==> config.mk <==
export PLATFORM = sky130hd
export DESIGN_NAME = writeback_stage
export DESIGN_NICKNAME = d
export VERILOG_FILES = /design/src/rtl/asip_pkg.sv /design/src/rtl/writeback_stage.sv
export SDC_FILE = /design/constraint.sdc
export NUM_CORES = 1
export LEC_CHECK = 0
export CAP_MARGIN = 20
export CORE_AREA = 2 2 98 100
export CTS_BUF_LIST = sky130_fd_sc_hd__clkbuf_8
export CTS_CLUSTER_DIAMETER = 40
export DETAILED_ROUTE_END_ITERATION = 7
export DIE_AREA = 0 0 100 102
export PLACE_DENSITY = 0.82
export SLEW_MARGIN = 20
export SYNTH_ARGS = -nofsm -noshare
export SYNTH_HDL_FRONTEND = slang
export SYNTH_SLANG_ARGS = --single-unit
==> constraint.sdc <==
create_clock -name clk -period 2.1 [get_ports clk]
set_clock_uncertainty 0.2 [all_clocks]
set_input_delay 0.21 -clock clk [delete_from_list [all_inputs] [get_ports clk]]
set_output_delay 0.21 -clock clk [all_outputs]
set_load 0.01 [all_outputs]
==> src/rtl/asip_pkg.sv <==
// Types and constants shared between the memory stage and the write-back stage.
// The beat struct mirrors one retired memory-stage transaction.
package asip_pkg;

  localparam int DATA_W = 32;
  localparam int ADDR_W = 4;

  typedef enum logic [1:0] {
    IDLE   = 2'd0,
    WRITE  = 2'd1,
    UPDATE = 2'd2
  } wb_state_t;

  typedef struct packed {
    logic [DATA_W-1:0] result;
    logic [DATA_W-1:0] ptr;
    logic [ADDR_W-1:0] wa;
    logic [ADDR_W-1:0] pa;
    logic              s_we;
    logic              v_we;
    logic              p_we;
  } wb_beat_t;

  function automatic logic beat_has_data(wb_beat_t b);
    return b.s_we | b.v_we;
  endfunction

  function automatic logic beat_writes(wb_beat_t b);
    return b.s_we | b.v_we | b.p_we;
  endfunction

endpackage

==> src/rtl/writeback_stage.sv <==
// Write-back stage: turns retired beats into register-bank write pulses. A beat with both a
// data write and a pointer update takes two cycles because the scalar bank has one write port.
module writeback_stage
  import asip_pkg::*;
#(
  parameter int DATA_W = asip_pkg::DATA_W,
  parameter int ADDR_W = asip_pkg::ADDR_W,
  parameter int CNT_W  = 16
) (
  input  logic              clk,
  input  logic              rst_n,
  // Handshake: a beat transfers on a rising edge where in_valid && in_ready; in_ready depends
  // only on internal state, and in_valid may be held while in_ready is low.
  input  logic              in_valid,
  output logic              in_ready,
  input  logic [DATA_W-1:0] in_result,
  input  logic [DATA_W-1:0] in_ptr,
  input  logic [ADDR_W-1:0] in_wa,
  input  logic [ADDR_W-1:0] in_pa,
  input  logic              in_s_we,
  input  logic              in_v_we,
  input  logic              in_p_we,
  output logic [DATA_W-1:0] wd3,
  output logic [ADDR_W-1:0] wa3,
  output logic [ADDR_W-1:0] r_update,
  output logic              reg_update,
  output logic              reg_s_write,
  output logic              reg_v_write,
  output logic [CNT_W-1:0]  retired,
  output logic [1:0]        dbg_state
);

  wb_beat_t          beat;
  wb_state_t         state_q, state_d;
  logic              ptr_pending_q;
  logic [DATA_W-1:0] pend_ptr_q;
  logic [ADDR_W-1:0] pend_pa_q;
  logic              accept;
  logic              drain;
  logic              beat_data;
  logic              beat_ptr;

  logic [DATA_W-1:0] wd3_d;
  logic [ADDR_W-1:0] wa3_d;
  logic [ADDR_W-1:0] r_update_d;
  logic              reg_update_d;
  logic              reg_s_write_d;
  logic              reg_v_write_d;

  assign beat = {in_result, in_ptr, in_wa, in_pa, in_s_we, in_v_we, in_p_we};
  assign beat_data = beat_has_data(beat);
  assign beat_ptr  = beat.p_we;

  // The only stall: the data half of a data+pointer beat is on the bus and the pointer must follow.
  assign drain     = (state_q == WRITE) && ptr_pending_q;
  assign in_ready  = !drain;
  assign accept    = in_valid && in_ready;
  assign dbg_state = state_q;

  always_ff @(posedge clk or negedge rst_n) begin
    if (!rst_n) begin
      state_q <= IDLE;
    end else begin
      state_q <= state_d;
    end
  end

  always_comb begin
    state_d = IDLE;
    if (drain) begin
      state_d = UPDATE;
    end else if (accept) begin
      if (beat_data) begin
        state_d = WRITE;
      end else if (beat_ptr) begin
        state_d = UPDATE;
      end else begin
        state_d = IDLE;
      end
    end
  end

  // Next values of the registered bank-side outputs; data/address hold when nothing is written.
  always_comb begin
    wd3_d         = wd3;
    wa3_d         = wa3;
    r_update_d    = r_update;
    reg_update_d  = 1'b0;
    reg_s_write_d = 1'b0;
    reg_v_write_d = 1'b0;
    if (drain) begin
      wd3_d         = pend_ptr_q;
      r_update_d    = pend_pa_q;
      reg_update_d  = 1'b1;
      reg_s_write_d = 1'b1;
    end else if (accept && beat_data) begin
      wd3_d         = beat.result;
      wa3_d         = beat.wa;
      reg_s_write_d = beat.s_we;
      reg_v_write_d = beat.v_we;
    end else if (accept && beat_ptr) begin
      wd3_d         = beat.ptr;
      r_update_d    = beat.pa;
      reg_update_d  = 1'b1;
      reg_s_write_d = 1'b1;
    end
  end

  always_ff @(posedge clk or negedge rst_n) begin
    if (!rst_n) begin
      wd3         <= '0;
      wa3         <= '0;
      r_update    <= '0;
      reg_update  <= 1'b0;
      reg_s_write <= 1'b0;
      reg_v_write <= 1'b0;
    end else begin
      wd3         <= wd3_d;
      wa3         <= wa3_d;
      r_update    <= r_update_d;
      reg_update  <= reg_update_d;
      reg_s_write <= reg_s_write_d;
      reg_v_write <= reg_v_write_d;
    end
  end

  // Holding register for the pointer half of a data+pointer beat.
  always_ff @(posedge clk or negedge rst_n) begin
    if (!rst_n) begin
      ptr_pending_q <= 1'b0;
      pend_ptr_q    <= '0;
      pend_pa_q     <= '0;
    end else if (drain) begin
      ptr_pending_q <= 1'b0;
    end else if (accept) begin
      ptr_pending_q <= beat_data && beat_ptr;
      if (beat_data && beat_ptr) begin
        pend_ptr_q <= beat.ptr;
        pend_pa_q  <= beat.pa;
      end
    end
  end

  always_ff @(posedge clk or negedge rst_n) begin
    if (!rst_n) begin
      retired <= '0;
    end else if (accept && beat_writes(beat)) begin
      retired <= retired + 1'b1;
    end
  end

endmodule

* Yosys cells after proc, flatten, opt, wreduce, memory -nomap -nowiden
Index checks and enable logic that the tools add are counted.
** Word-level totals
- Word-level logic and storage cells :: 49
- Output and inout bits :: 62
- Input port bits :: 78
- Register bits after elaboration :: 98
** Cells by class
- Bitwise operators :: 3
- Multiplexer cells :: 19
- Reductions and logical operators :: 13
- Equality and inequality tests :: 2
- $add $sub $neg :: 1
** Operators by type and width (count)
- 32-bit two-way mux :: 3
- 16-bit by 1-bit adder with 16-bit output, second input constant :: 1
- 4-bit two-way mux :: 3
- 1-bit two-way mux :: 9
- 2-bit two-way mux :: 4
- 1-bit logical AND :: 6
- 2-bit AND reduction :: 2
- 2-bit nonzero test :: 2
- 3-bit AND reduction :: 1
- 3-bit nonzero test :: 1
- 2-bit by 1-bit == test with 1-bit output, second input constant :: 1
- 2-bit inequality test, second input constant :: 1
- 1-bit OR :: 2
- 1-bit logical NOT :: 1
- 1-bit NOT :: 1

* Longest topological paths before layout
- Depth after elaboration :: 8
- Gate-level depth with buffers :: 7
- Gate-level depth less buffers :: 5

* Least setup slack after synthesis
OpenSTA, ideal clock, no wires.
- Path kind :: register to register
- From :: register state_q[1] (netlist: dbg_state[1])
- To :: register pend_ptr_q[10]
- Arrival time :: 1.432 ns
- Setup time :: 0.125 ns
- Slack :: 0.343 ns
- Data required time :: 1.775 ns
- Path buffers :: 2
- Clock period less this slack :: 1.757 ns
- Cell stages (with the launch flop) :: 7
- Cells stage by stage :: dfrtp_1 and3b_1 buf_6 nor2_8 nand2_4 buf_6 mux2_4
** Between the ends
- Word-level cells in the longest chain between the ends :: 5
- Elaborated cells between the ends (all ways) :: 6
- Classes of those cells :: eq/ne: 1; bitwise: 1; reduce/logical: 4
** RTL lines
- start, declared :: line writeback_stage.sv:34 : wb_state_t state_q, state_d;
- start signal, assigned :: line writeback_stage.sv:64 : state_q <= state_d;
- 2-bit by 1-bit == test with 1-bit output (*) :: line writeback_stage.sv:55 : assign drain = (state_q == WRITE) && ptr_pending_q;
- 1-bit logical AND (*) :: line writeback_stage.sv:55
- 1-bit logical NOT :: line writeback_stage.sv:56 : assign in_ready = !drain;
- 1-bit logical AND :: line writeback_stage.sv:57 : assign accept = in_valid && in_ready;
- 3-bit AND reduction (no line) (*)
- end signal, assigned :: line writeback_stage.sv:138 : pend_ptr_q <= beat.ptr;
- end, declared :: line writeback_stage.sv:36 : logic [DATA_W-1:0] pend_ptr_q;
Every way passes the cells marked *; elsewhere a longest branch is shown, timed or not.
A chain may end at the register's enable or synchronous reset.

* Final worst setup path
- From :: register state_q[1] (netlist: dbg_state[1])
- To :: register pend_ptr_q[30]
Same word-level chain as after synthesis.

==> results_dict.tcl <==
set metrics [dict create \
    grt_pass1_vias 3570 \
    peakVddDrop_uv 404 \
    crit_type "register to register" \
    cts.path.max_buffers 2 \
    slowest_stage "dfrtp_1" \
    synth_fp_nets 440 \
    p_total_mw 5.13 \
    overflow 0 \
    drive_gt1_share_pct 16.5 \
    most-common-layout-cells "clkdlybuf4s50_1, dfrtp_1, nand2_1" \
    finalHoldViolCount 0 \
    finalSetupViolations 0 \
    crit_path_end_kind "register" \
    whs_ns 0.113 \
    clock-root-buffer "clkbuf_8" \
    yosys.area_share.simple_pct 11.1 \
    drtAntennaViolNets 0 \
    fillers 683 \
    arrival_ns 1.97 \
    clock_latency_ns 0.35 \
    synth_compound_area_share_pct 11.3 \
    syn_area_sq_um 4310 \
    die-area_sq_um 10200 \
    synth_top_family_by_area "multiplexers" \
    fin_crit_sh_pct 92.2 \
    vias 3430 \
    muxShareOfSynthArea_pct 14.2 \
    ff2ff_setup_slack_ns 0.16 \
    rsz0062_at_grt "false" \
    antenna_cells 0 \
    cts_buffers 9 \
    dr.first_iter.drc_count 117 \
    clkSlewWorstSetupHoldPaths_ns 0.10 \
    drt_wl_total_microns 10900 \
    path_cells "and3b_2, buf_4, nor2_8, nand2_4, buf_12, mux2_2" \
    cp_data_required_time_ns 2.13 \
    power_density_nw_per_um2 836 \
    critPathMaxFanout 19 \
    max_freq_ghz 0.517 \
    synth_cell_types 33 \
    p_leak_nw 2.63 \
    synthCells 361 \
    fin_nets 589 \
    core_area_sq_um 9110 \
    vias_per_cell 5.48 \
    path_buf_inv 2 \
    layout_commonest_cell "clkdlybuf4s50_1" \
    status "completed" \
    worst_pin_slew_ns 0.527 \
    gp_congestion 0.823 \
    ys_seq_elements 98 \
    crit_family "simple AND/OR/NAND/NOR gates" \
    die_h_microns 102 \
    dp.cells 607 \
    maxCapViolCount 0 \
    yosys.area_share.xor_xnor_pct 3.05 \
    grt_max_degree 57 \
    cts_tree "built" \
    gr-usage-all-layers_pct 21.7 \
    synthFlopType "dfrtp_1" \
    ys_seq_area_share_pct 56.9 \
    setup_tns_ns 0 \
    numPortBuffers 139 \
    postSynthAreaPerCell_sq_um 11.9 \
    first_pass_iters 4 \
    die_x_microns 100 \
    ioPinCount 140 \
    finalInstanceArea_sq_um 6140 \
    fin_crit_ns 1.94 \
    layout.cells.non_filler 626 \
    synthArstFlopShare_pct 100 \
    yosys_warnings 0 \
    antenna_found_initial 0 \
    htreeDepth 3 \
    wire_per_inst_microns 17.5 \
    worstSetupStartpointType "register" \
    start_util_pct 47.3 \
    clkSinkCount 98 \
    post-route-drc-count 0 \
    areaGrowthSynthToFinish_pct 42.4 \
    synth_fa_ha_area_share_pct 0.290 \
    placed_area_sq_um 5920 \
    std_cell_rows 35 \
    finalMaxSlewViolations 0 \
    max_stage_delay_ns 0.40 \
    grt_first_pass_wirelength_microns 17500 \
    synth_edf_count 0 \
    hpwl_microns 7810 \
    hold_path.class "input pin to asynchronous set/reset pin" \
    maxSlewHeadroom_pct 64.5 \
]
layout make-up:
| class | count | area [sq um] | area share (%) |
|---|---|---|---|
| Tap cell | 111 | 139 | 2.26 |
| Clock buffer | 9 | 124 | 2.02 |
| Multi-Input combinational cell | 237 | 1730 | 28.2 |
| Inverter | 2 | 11.3 | 0.183 |
| Timing Repair Buffer | 162 | 1610 | 26.3 |
| Clock inverter | 7 | 70.1 | 1.14 |
| Sequential cell | 98 | 2450 | 39.9 |
flip-flops by register name (all words and copies together), names as in the netlist:
signal and count:
wd3 32, ptr_pending_q 1, retired 16, reg_update 1, pend_ptr_q 32, r_update 4
wa3 4, reg_s_write 1, reg_v_write 1, dbg_state 2, pend_pa_q 4
worst register-to-register path, delay by kind of cell (launching register included):
| family | cells | cell delay, ns |
|---|---|---|
| DFF | 1 | 0.40 |
| buffers and inverters | 2 | 0.42 |
| and+or+nand+nor | 3 | 0.45 |
| muxes | 1 | 0.35 |
through the flow:
stage / utilization [%] / setup slack [ns]
2_1_floorplan: - / 0.343
3_3_place_gp: 65.0 / 0.0943
3_5_place_dp: 65.0 / 0.00902
4_1_cts: 67.3 / 0.0475
5_1_grt: 67.4 / 0.0924
6_report: 67.4 / 0.164
cells by family (layout without fill, tap and decap cells):
logic type	after synthesis	count (layout)
fa+ha+maj	1	1
simple gates	105	105
flops	98	98
xor+xnor	15	15
buf+inv	26	180
mux	45	45
compound gates	71	71
report_power, final:
part	switching [mW]	internal, mW
combinational	0.559	0.876
clock	0.648	0.552
sequential	0.256	2.24
total	1.46	3.67
metal layers:
layer	GRT usage, %	wire length, microns	vias to the layer above
met4	7.27	180	0
met3	4.10	561	15
met1	26.6	4610	1723
met2	39.0	5590	118
met5	0	0	-
li1	-	-	1574
worst paths after layout:
check,start,to,depth (start not counted)
max,dbg_state[1]$_DFF_PN0_,pend_ptr_q[30]$_DFFE_PN0P_,6
min,rst_n,r_update[1]$_DFFE_PN0P_,2
max reg2reg,dbg_state[1]$_DFF_PN0_,pend_ptr_q[30]$_DFFE_PN0P_,6
min reg2reg,pend_pa_q[3]$_DFFE_PN0P_,r_update[3]$_DFFE_PN0P_,2
max in group asynchronous,rst_n,wd3[31]$_DFFE_PN0P_,3
min in group clk,in_wa[3],wa3[3]$_DFFE_PN0P_,2
synth_stat cells, types with 2 or more instances:
cell type / count / share of area [%]
dfrtp_1: 98 / 57
nand2_1: 47 / 4.1
o21ai_0: 36 / 4.2
nor2_1: 35 / 3.0
o221ai_1: 32 / 6.5
mux2_4: 29 / 10
xnor2_1: 13 / 2.6
mux2_2: 11 / 2.9
clkbuf_1: 10 / 0.87
buf_2: 9 / 1.0
nand3_1: 8 / 0.93
buf_6: 4 / 1.0
mux2i_1: 4 / 0.93
nand4_1: 3 / 0.44
and2_1: 2 / 0.29
inv_1: 2 / 0.17
xor2_1: 2 / 0.41
what timing repair did:
item / in CTS / in global routing
cloned: 0 / 0
buffers inserted: 0 / 2
gates resized for setup: 2 / 0
setup endpoints to repair: 1 / 1
endpoints found under the hold margin: 98 / 0
hold buffers: 1 / 0
No activity file was read; power rests on OpenSTA's default activity.
